$ cat config.mk
export PLATFORM = sky130hd
export DESIGN_NAME = brightness_tile_sequencer
export DESIGN_NICKNAME = d
export VERILOG_FILES = /design/src/rtl/brightness_tile_sequencer.sv
export SDC_FILE = /design/constraint.sdc
export NUM_CORES = 1
export LEC_CHECK = 0
export BUFFER_PORTS_ARGS = -buffer_cell sky130_fd_sc_hd__buf_4
export CAP_MARGIN = 15
export CORE_AREA = 2 2 152 154
export DETAILED_ROUTE_END_ITERATION = 16
export DIE_AREA = 0 0 154 156
export HOLD_SLACK_MARGIN = 0.1
export PLACE_DENSITY = 0.85
export SYNTH_ARGS = -nofsm -noshare
export SYNTH_HDL_FRONTEND = slang
export SYNTH_SLANG_ARGS = --single-unit
$ cat constraint.sdc
create_clock -name i_clk -period 7.8 [get_ports i_clk]
set_input_delay 0.78 -clock i_clk [delete_from_list [all_inputs] [get_ports i_clk]]
set_output_delay 0.78 -clock i_clk [all_outputs]
set_load 0.02 [all_outputs]
$ cat src/rtl/brightness_tile_sequencer.sv
// brightness_tile_sequencer
//   Drives the NxN systolic TPU for the brightness filter one tile at a time.
//   Each tile goes through four phases. First it reads N*N pixels from the pixel
//   RAM. Next it feeds them to the array with a diagonal skew. It then lets the
//   pipeline drain, and finally writes the N normalized row results to the
//   result RAM.
// Ports
//   i_clk, i_reset      clock, synchronous active-high reset
//   i_start             one-cycle job request, honoured only in IDLE
//   i_base_addr         pixel RAM address of tile 0 (latched at start)
//   i_num_tiles         tiles per job, clamped to 4 (latched at start)
//   i_gain              brightness weight (latched at start)
//   o_busy / o_done     job in progress / one-cycle completion pulse
//   o_ram_addr/o_ram_rden, i_ram_q   pixel RAM read port (1-cycle read latency)
//   o_data_arr, o_wt_arr, o_tpu_valid  TPU lanes, weights and feed strobe
//   i_norm_in           TPU row-3 normalized outputs
//   o_res_wr, o_res_addr, o_res_data   result RAM write port
module brightness_tile_sequencer #(
    parameter int N     = 4,
    parameter int DW    = 8,
    parameter int WW    = 16,
    parameter int NW    = 16,
    parameter int AW    = 6,
    parameter int DRAIN = 7
) (
    input  logic            i_clk,
    input  logic            i_reset,
    input  logic            i_start,
    input  logic [AW-1:0]   i_base_addr,
    input  logic [2:0]      i_num_tiles,
    input  logic [WW-1:0]   i_gain,
    output logic            o_busy,
    output logic            o_done,
    output logic [AW-1:0]   o_ram_addr,
    output logic            o_ram_rden,
    input  logic [DW-1:0]   i_ram_q,
    output logic [N*DW-1:0] o_data_arr,
    output logic [N*WW-1:0] o_wt_arr,
    output logic            o_tpu_valid,
    input  logic [N*NW-1:0] i_norm_in,
    output logic            o_res_wr,
    output logic [AW-1:0]   o_res_addr,
    output logic [N*NW-1:0] o_res_data
);

    localparam int NPIX  = N * N;
    localparam int NFEED = 2 * N - 1;
    localparam int CW    = 8;

    typedef enum logic [2:0] {
        S_IDLE, S_FETCH, S_FEED, S_DRAIN, S_STORE, S_NEXT, S_DONE
    } state_t;

    state_t          r_state, w_state_nxt;
    logic [CW-1:0]   r_cnt, w_cnt_nxt;
    logic [2:0]      r_tile, w_tile_nxt, r_ntiles, w_ntiles_clamp;
    logic [AW-1:0]   r_base, w_base_eff;
    logic [WW-1:0]   r_gain, w_gain_eff;
    logic [NPIX*DW-1:0] r_buf;

    logic            r_busy, r_done, r_rden, r_valid, r_wr;
    logic [AW-1:0]   r_addr, r_res_addr;
    logic [N*DW-1:0] r_data;
    logic [N*WW-1:0] r_wt;
    logic [N*NW-1:0] r_res_data;

    logic            w_busy_nxt, w_done_nxt, w_rden_nxt, w_valid_nxt, w_wr_nxt;
    logic [AW-1:0]   w_addr_nxt, w_res_addr_nxt;
    logic [N*DW-1:0] w_data_nxt;
    logic [N*WW-1:0] w_wt_nxt;
    logic [N*NW-1:0] w_res_data_nxt;

    assign w_ntiles_clamp = (i_num_tiles > 3'd4) ? 3'd4 : i_num_tiles;

    // Outputs are registered from next-state values, so the first FETCH cycle
    // has to see the job parameters that are being latched in the same edge.
    assign w_base_eff = (r_state == S_IDLE) ? i_base_addr : r_base;
    assign w_gain_eff = (r_state == S_IDLE) ? i_gain      : r_gain;

    always_comb begin
        w_state_nxt = r_state;
        w_cnt_nxt   = r_cnt;
        w_tile_nxt  = r_tile;
        case (r_state)
            S_IDLE: begin
                w_cnt_nxt  = '0;
                w_tile_nxt = '0;
                if (i_start)
                    w_state_nxt = (w_ntiles_clamp == 3'd0) ? S_DONE : S_FETCH;
            end
            S_FETCH: begin
                if (r_cnt == CW'(NPIX)) begin
                    w_state_nxt = S_FEED;
                    w_cnt_nxt   = '0;
                end else begin
                    w_cnt_nxt = r_cnt + CW'(1);
                end
            end
            S_FEED: begin
                if (r_cnt == CW'(NFEED - 1)) begin
                    w_state_nxt = S_DRAIN;
                    w_cnt_nxt   = '0;
                end else begin
                    w_cnt_nxt = r_cnt + CW'(1);
                end
            end
            S_DRAIN: begin
                if (r_cnt == CW'(DRAIN - 1)) begin
                    w_state_nxt = S_STORE;
                    w_cnt_nxt   = '0;
                end else begin
                    w_cnt_nxt = r_cnt + CW'(1);
                end
            end
            S_STORE: begin
                if (r_cnt == CW'(N - 1)) begin
                    w_state_nxt = S_NEXT;
                    w_cnt_nxt   = '0;
                end else begin
                    w_cnt_nxt = r_cnt + CW'(1);
                end
            end
            S_NEXT: begin
                w_tile_nxt  = r_tile + 3'd1;
                w_cnt_nxt   = '0;
                w_state_nxt = ((r_tile + 3'd1) == r_ntiles) ? S_DONE : S_FETCH;
            end
            S_DONE: begin
                w_state_nxt = S_IDLE;
                w_tile_nxt  = '0;
                w_cnt_nxt   = '0;
            end
            default: begin
                w_state_nxt = S_IDLE;
                w_tile_nxt  = '0;
                w_cnt_nxt   = '0;
            end
        endcase
    end

    always_comb begin
        int d;
        d              = 0;
        w_busy_nxt     = (w_state_nxt != S_IDLE) && (w_state_nxt != S_DONE);
        w_done_nxt     = (w_state_nxt == S_DONE);
        w_rden_nxt     = (w_state_nxt == S_FETCH) && (w_cnt_nxt < CW'(NPIX));
        w_addr_nxt     = '0;
        if (w_rden_nxt)
            w_addr_nxt = w_base_eff + AW'(w_tile_nxt * NPIX) + AW'(w_cnt_nxt);
        w_valid_nxt    = (w_state_nxt == S_FEED);
        w_data_nxt     = '0;
        // Diagonal skew: lane c at step s carries row (s-c), column c.
        if (w_valid_nxt) begin
            for (int unsigned c = 0; c < N; c++) begin
                d = int'(w_cnt_nxt) - int'(c);
                if (d >= 0 && d < N)
                    w_data_nxt[c*DW +: DW] = r_buf[(d*N + int'(c))*DW +: DW];
            end
        end
        w_wt_nxt       = w_busy_nxt ? {N{w_gain_eff}} : '0;
        w_wr_nxt       = (w_state_nxt == S_STORE);
        w_res_addr_nxt = w_wr_nxt ? AW'(w_tile_nxt * N + w_cnt_nxt) : '0;
        w_res_data_nxt = w_wr_nxt ? i_norm_in : '0;
    end

    always_ff @(posedge i_clk) begin
        if (i_reset) begin
            r_state    <= S_IDLE;
            r_cnt      <= '0;
            r_tile     <= '0;
            r_ntiles   <= '0;
            r_base     <= '0;
            r_gain     <= '0;
            r_busy     <= 1'b0;
            r_done     <= 1'b0;
            r_rden     <= 1'b0;
            r_addr     <= '0;
            r_valid    <= 1'b0;
            r_data     <= '0;
            r_wt       <= '0;
            r_wr       <= 1'b0;
            r_res_addr <= '0;
            r_res_data <= '0;
        end else begin
            r_state    <= w_state_nxt;
            r_cnt      <= w_cnt_nxt;
            r_tile     <= w_tile_nxt;
            if (r_state == S_IDLE && i_start) begin
                r_base   <= i_base_addr;
                r_gain   <= i_gain;
                r_ntiles <= w_ntiles_clamp;
            end
            r_busy     <= w_busy_nxt;
            r_done     <= w_done_nxt;
            r_rden     <= w_rden_nxt;
            r_addr     <= w_addr_nxt;
            r_valid    <= w_valid_nxt;
            r_data     <= w_data_nxt;
            r_wt       <= w_wt_nxt;
            r_wr       <= w_wr_nxt;
            r_res_addr <= w_res_addr_nxt;
            r_res_data <= w_res_data_nxt;
        end
    end

    // Read data trails its address by one cycle: FETCH cycle k+1 holds pixel k.
    always_ff @(posedge i_clk) begin
        if (r_state == S_FETCH && r_cnt != '0)
            r_buf[(int'(r_cnt) - 1)*DW +: DW] <= i_ram_q;
    end

    assign o_busy      = r_busy;
    assign o_done      = r_done;
    assign o_ram_rden  = r_rden;
    assign o_ram_addr  = r_addr;
    assign o_tpu_valid = r_valid;
    assign o_data_arr  = r_data;
    assign o_wt_arr    = r_wt;
    assign o_res_wr    = r_wr;
    assign o_res_addr  = r_res_addr;
    assign o_res_data  = r_res_data;

endmodule

Yosys cells after proc, flatten, opt, wreduce, memory -nomap -nowiden
Index checks and enable logic that the tools add are counted.
{"block": "op_classes", "n_addsub": 13, "eq_ne": 14, "multipliers": 0, "n_bitwise": 8, "shifts": 6, "muxes": 17, "div": 0, "n_lt_le_gt_ge": 10, "reduce_logical": 21}
{"operator": "$shiftx A128 B15 Y8", "count": 3}
{"operator": "$bwmux W128", "count": 1}
{"operator": "$shift A8 B33 Y128 const A", "count": 1}
{"operator": "$shiftx A128 B14 Y8", "count": 1}
{"operator": "$shiftx A8 B33 Y128", "count": 1}
{"operator": "$neg A12 Y33", "count": 1}
{"operator": "$ge A9 B1 Y1 const B", "count": 3}
{"operator": "$lt A9 B4 Y1 const B", "count": 3}
{"operator": "$add A11 B3 Y12 const B", "count": 2}
{"operator": "$mux W3", "count": 8}
{"operator": "$mux W8", "count": 3}
{"operator": "$pmux W8 S3", "count": 1}
{"operator": "$pmux W3 S6", "count": 1}
{"operator": "$sub A8 B1 Y9 const B", "count": 2}
{"operator": "$sub A8 B2 Y9 const B", "count": 2}
{"operator": "$mux W16", "count": 1}
{"operator": "$add A11 B2 Y12 const B", "count": 1}
{"operator": "$add A6 B6 Y6", "count": 2}
{"operator": "$eq A3 B3 Y1 const B", "count": 4}
{"operator": "$reduce_or A3 Y1", "count": 4}
{"operator": "$eq A3 B2 Y1 const B", "count": 3}
{"operator": "$add A8 B1 Y8 const B", "count": 1}
{"operator": "$eq A8 B2 Y1 const B", "count": 1}
{"operator": "$eq A8 B3 Y1 const B", "count": 1}
{"operator": "19 further kinds", "count": 38}
{"block": "totals", "ramBits": 0, "in_bits": 100, "output_inout_bits": 177, "mem_count": 0, "romBits": 0, "ff_bits": 344, "wordCells": 109, "latchBits": 0}

Longest topological paths before layout
{"block": "depth", "depth_word": 10, "depth_mapped": 20, "depth_no_buf": 17}

Worst setup path after synthesis
Ideal clock, no wire load.
{"block": "synth_path", "kind": "register -> register", "start": "reg r_cnt[0]", "end": "reg r_buf[100] (enable)", "path_slack_ps": 2824, "arrival_time_ps": 4581, "setup_ps": 395, "n_path_buf": 3, "synth_period_minus_slack_ps": 4976, "t_required_ps": 7405, "path_stages_with_launch": 16, "path_cell_list": "dfxtp_1 clkbuf_1 inv_1 ha_1 clkbuf_1 o21bai_1 a21oi_1 nor3_1 nor2_1 nand3_1 ha_1 or4b_2 nor4_1 a41oi_1 buf_6 nor4_1"}
{"block": "synth_via", "elab_chain_len": 2}
{"element": "start: declaration", "line": "55", "source": "logic [CW-1:0] r_cnt, w_cnt_nxt;"}
{"element": "start signal: assignment", "line": "186", "source": "r_cnt <= w_cnt_nxt;"}
{"element": "$reduce_bool A8 Y1", "line": "208", "source": "if (r_state == S_FETCH && r_cnt != '0)"}
{"element": "$logic_and A1 B1 Y1", "line": "208"}
{"element": "end signal: indexed assignment", "line": "209", "source": "r_buf[(int'(r_cnt) - 1)*DW +: DW] <= i_ram_q;"}
{"element": "end: declaration", "line": "59", "source": "logic [NPIX*DW-1:0] r_buf;"}
Every way passes these cells.
A chain may end at the register's enable or synchronous reset.

Worst setup path in the final report
{"block": "layout_path", "start": "reg r_cnt[0]", "end": "reg r_buf[99] (enable)"}
Same word-level chain as after synthesis.

==> results.md <==
* Critical path startpoint category: flip-flop
* FF+latch count, synth at 296
* Initial antenna violation count at 1
* Vias at 10100
* DRC errors left at 0
* P per Cell Area at 215 mW/mm2
* Min-delay src: i_norm_in[10]
* FP Rows at 55
* Seq/Total Area, Yosys at 55.1%
* Setup repair bufs after CTS at 0
* Vias in the first global route at 9621
* Post-CTS sizing at 0
* Post-route ant nets at 0
* Die width at 154 um
* Syn Nets at 1382
* CP Data Required Time at 8.05 ns
* Setup TNS at 0 ns
* First-pass GRT wire length at 53.3 mm
* FF-to-FF End: r_buf[99]
* Final Hold Viols at 0
* Top_reg_cell synth: dfxtp_1
* Total global-route track usage at 28.3%
* Final Max Tran Viols at 0
* Post-synth ARST share at 0%
* Post-Syn Area per Cell at 10.5 um2
* Initial Util at 58.5%
* Reg2reg start: r_cnt[0]
* Pre-antenna DRT Iters at 5
* R2R cell count at 14
* Critical-path top delay cell: ha_1
* Netlist cell types at 78
* Met2 Resource Use GR at 49.8%
* Top Usage Layer GRT: met2
* Largest stage delay, worst path at 0.95 ns
* IO buf count at 276
* Number of enable flip-flop cells after synthesis at 128
* Worst clock skew at 0.0132 ns
* Outcome: finished clean
* DIE HEIGHT at 156 um
* Layout cell share with drive strength beyond 1 at 26.6%
* Lkg Pwr at 0.00615 uW
* Yosys warning count at 0
* Final WL at 35.3 mm
* Met3 GRT Util at 4.39%
* Hold Path Sink: o_res_data[10]
* Biggest area consumer among synthesized cells: edfxtp_1
* Core area at 0.0224 mm2
* Worst-margin pin slew at 1.16 ns
* WS Path Type: reg2reg
* H-tree lvl count at 1
* Peak VDD IR at 0.185 mV
* FF+latch area at 0.00721 mm2
* Area Growth Syn to Fin at 22.2%
* DR WL/cell at 20.0 um
* CP cell instances: buf_4 > inv_1 > ha_1 > and4bb_2 > nand3_1 > ha_1 > nor4bb_1 > nand4_1 > nand4b_1 > nor4b_1 > a41oi_1 > buf_4 > nor4_1 > buf_4
* RD Place Congestion at 0.924
* CTS max path bufs at 3
* Global route overflow at 0
* Cells after Synth at 1248
* Fmax achieved at 189 MHz
* Max Cap Violations at 0
* # hold bufs at CTS at 0
* CTS buffer count at 29
* Max-slew headroom at 22.9%
* # IOs at 277
* Iter 0 DRT Violations at 1032
* Clk_lat worst skew at 0.55 ns
* Nets at 1595
* Die area at 0.0240 mm2
* Worst min-delay path category: in2reg
* Multi-input gate area at 0.00516 mm2
* Worst setup EP type: flip-flop
* CP top delay family: simple AND/OR/NAND/NOR gates
* Synthesized area at 0.0131 mm2
* RSZ-0062 raised after global routing: false
* Crit Path Max Fanout at 53
* Vias per cell at 5.74
* Filler cell count in the final layout at 1555
* Crit share post-route at 67.8%
* CP most frequent cell: buf_4
* Total power at 3440 uW
* HPWL reported at the end of detailed placement at 25.0 mm
* Pin count of the biggest net entering global routing at 72
* Crit path buffers/inverters at 4
* Met1 Usage GRT at 35.8%
* Final setup violation count at 0
* CTS Root Buffer Type: clkbuf_16
* CTS tree: done
* Flop-to-flop setup slack at 2.51 ns
* Crit path time final at 5.29 ns
* Post-synth top area share at 29.4%
* CTS Sinks at 296
* Hold path cells at 2
* CTS clk-pin slew, worst paths at 0.06 ns
* Cells taking the most area after synthesis: edfxtp_1, dfxtp_1, and2_1
* Crit path arrival time at 5.54 ns
per-stage QoR:
step | setup WS (ns) | cell area (um2) | std cells | util (%) | hold WS, ns
3_3_place_gp | 2.73 | 15100 | 1715 | 67.3 | 0.441
4_1_cts | 2.54 | 16000 | 1768 | 71.5 | 0.418
3_5_place_dp | 2.56 | 15100 | 1715 | 67.3 | 0.446
5_1_grt | 2.09 | 16000 | 1769 | 71.5 | 0.414
2_1_floorplan | 2.82 | 13100 | 1248 | - | 0.436
6_report | 2.51 | 16000 | 1769 | 71.5 | 0.429
cells in the mapped netlist (all sizes together), types with 6 or more instances:
master  number
or2          9
nor4        23
o22ai        9
nor3        34
buf         62
nor3b        9
xnor2       20
clkbuf      56
and3         6
inv         20
nand2b      16
o21ai       17
xor2         7
mux4        16
a31oi        9
nand4        7
mux2         8
or3         12
mux2i       16
a21oi       67
ha          31
nand3b       6
and2       111
nor2b       26
nor2       136
nand3       21
dfxtp      168
nand2      139
edfxtp     128
state kept, by name, summed over array words and instances, names as in the netlist, 6 cells and up:
signal and count:
r_cnt 8, o_res_addr 6, r_gain 16, o_res_data 64, o_ram_addr 6, o_data_arr 32
o_wt_arr 16, r_base 6, r_buf 128
power breakdown:
part           internal [uW]  total, uW  leakage (uW)  switching, uW
clock                    784       1360      0.000467            577
sequential              1630       1650       0.00226           22.5
combinational            163        426       0.00342            264
cell usage in the layout (no fill, tap or decap), types with 3 or more instances in the layout:
cell type	count
mux2i_1	16
clkinv_2	6
a22oi_1	3
and2_1	110
nand2_1	138
nor2b_1	26
or3_1	11
inv_1	19
a31oi_1	9
o22ai_1	9
o32ai_1	3
a21o_1	3
nor2_1	136
nand2b_1	16
mux2_2	8
clkbuf_1	6
buf_4	300
xnor2_1	20
nand3b_1	6
and3_1	6
fa_1	3
edfxtp_1	128
dfxtp_1	168
a211oi_1	4
clkbuf_16	30
or2_2	8
nor3_1	33
xor2_1	7
nand3_1	21
nand4_1	7
ha_1	31
nor3b_1	9
o21ai_0	16
nor4_1	19
o31ai_1	3
clkbuf_8	5
mux4_2	16
a21oi_1	67
routing by layer:
metal	part of all wire [%]	wire length [um]
met4	2.6	932
met3	8.4	2980
met1	38	13600
met5	0	0
met2	50	17800
worst max path at each step:
stage                     startpoint          to  cells after the start
after floorplan             r_cnt[0]  r_buf[100]                     15
after global placement      r_cnt[0]   r_buf[96]                     12
after detailed placement    r_cnt[0]   r_buf[99]                     14
after CTS                   r_cnt[0]   r_buf[99]                     14
after global routing        r_cnt[0]   r_buf[99]                     14
final                       r_cnt[0]   r_buf[99]                     14
cell families (layout without fill, tap and decap cells):
family,count (synthesis),in the layout,synth area share (%)
other,0,1,0
and+or+nand+nor,569,569,22.2
muxes,40,40,4.67
xor gates and xnor gates,29,29,2.15
AOI/OAI and AO/OA,142,142,6.83
buffers and inverters,138,373,5.63
adders and majority gates,34,34,3.42
DFF,296,296,55.1
worst reg2reg max path, cell delays in order, from the launching register on:
cell      delay (ns)
dfxtp_1         0.31
buf_4           0.47
inv_1           0.33
ha_1            0.95
and4bb_2        0.43
nand3_1         0.10
ha_1            0.32
nor4bb_1        0.29
nand4_1         0.13
nand4b_1        0.21
nor4b_1         0.41
a41oi_1         0.10
buf_4           0.22
nor4_1          0.47
buf_4           0.25
layout make-up:
cell class / count / share of cell area (%)
antenna: 1 / 0.0156
tap: 285 / 2.23
multi-input combinational: 814 / 32.3
clock buffer: 41 / 5.27
inverter: 20 / 0.485
clock inverter: 12 / 0.571
timing repair buffer: 300 / 14.1
sequential: 296 / 45.1
Power figures use the tool's default switching activity.
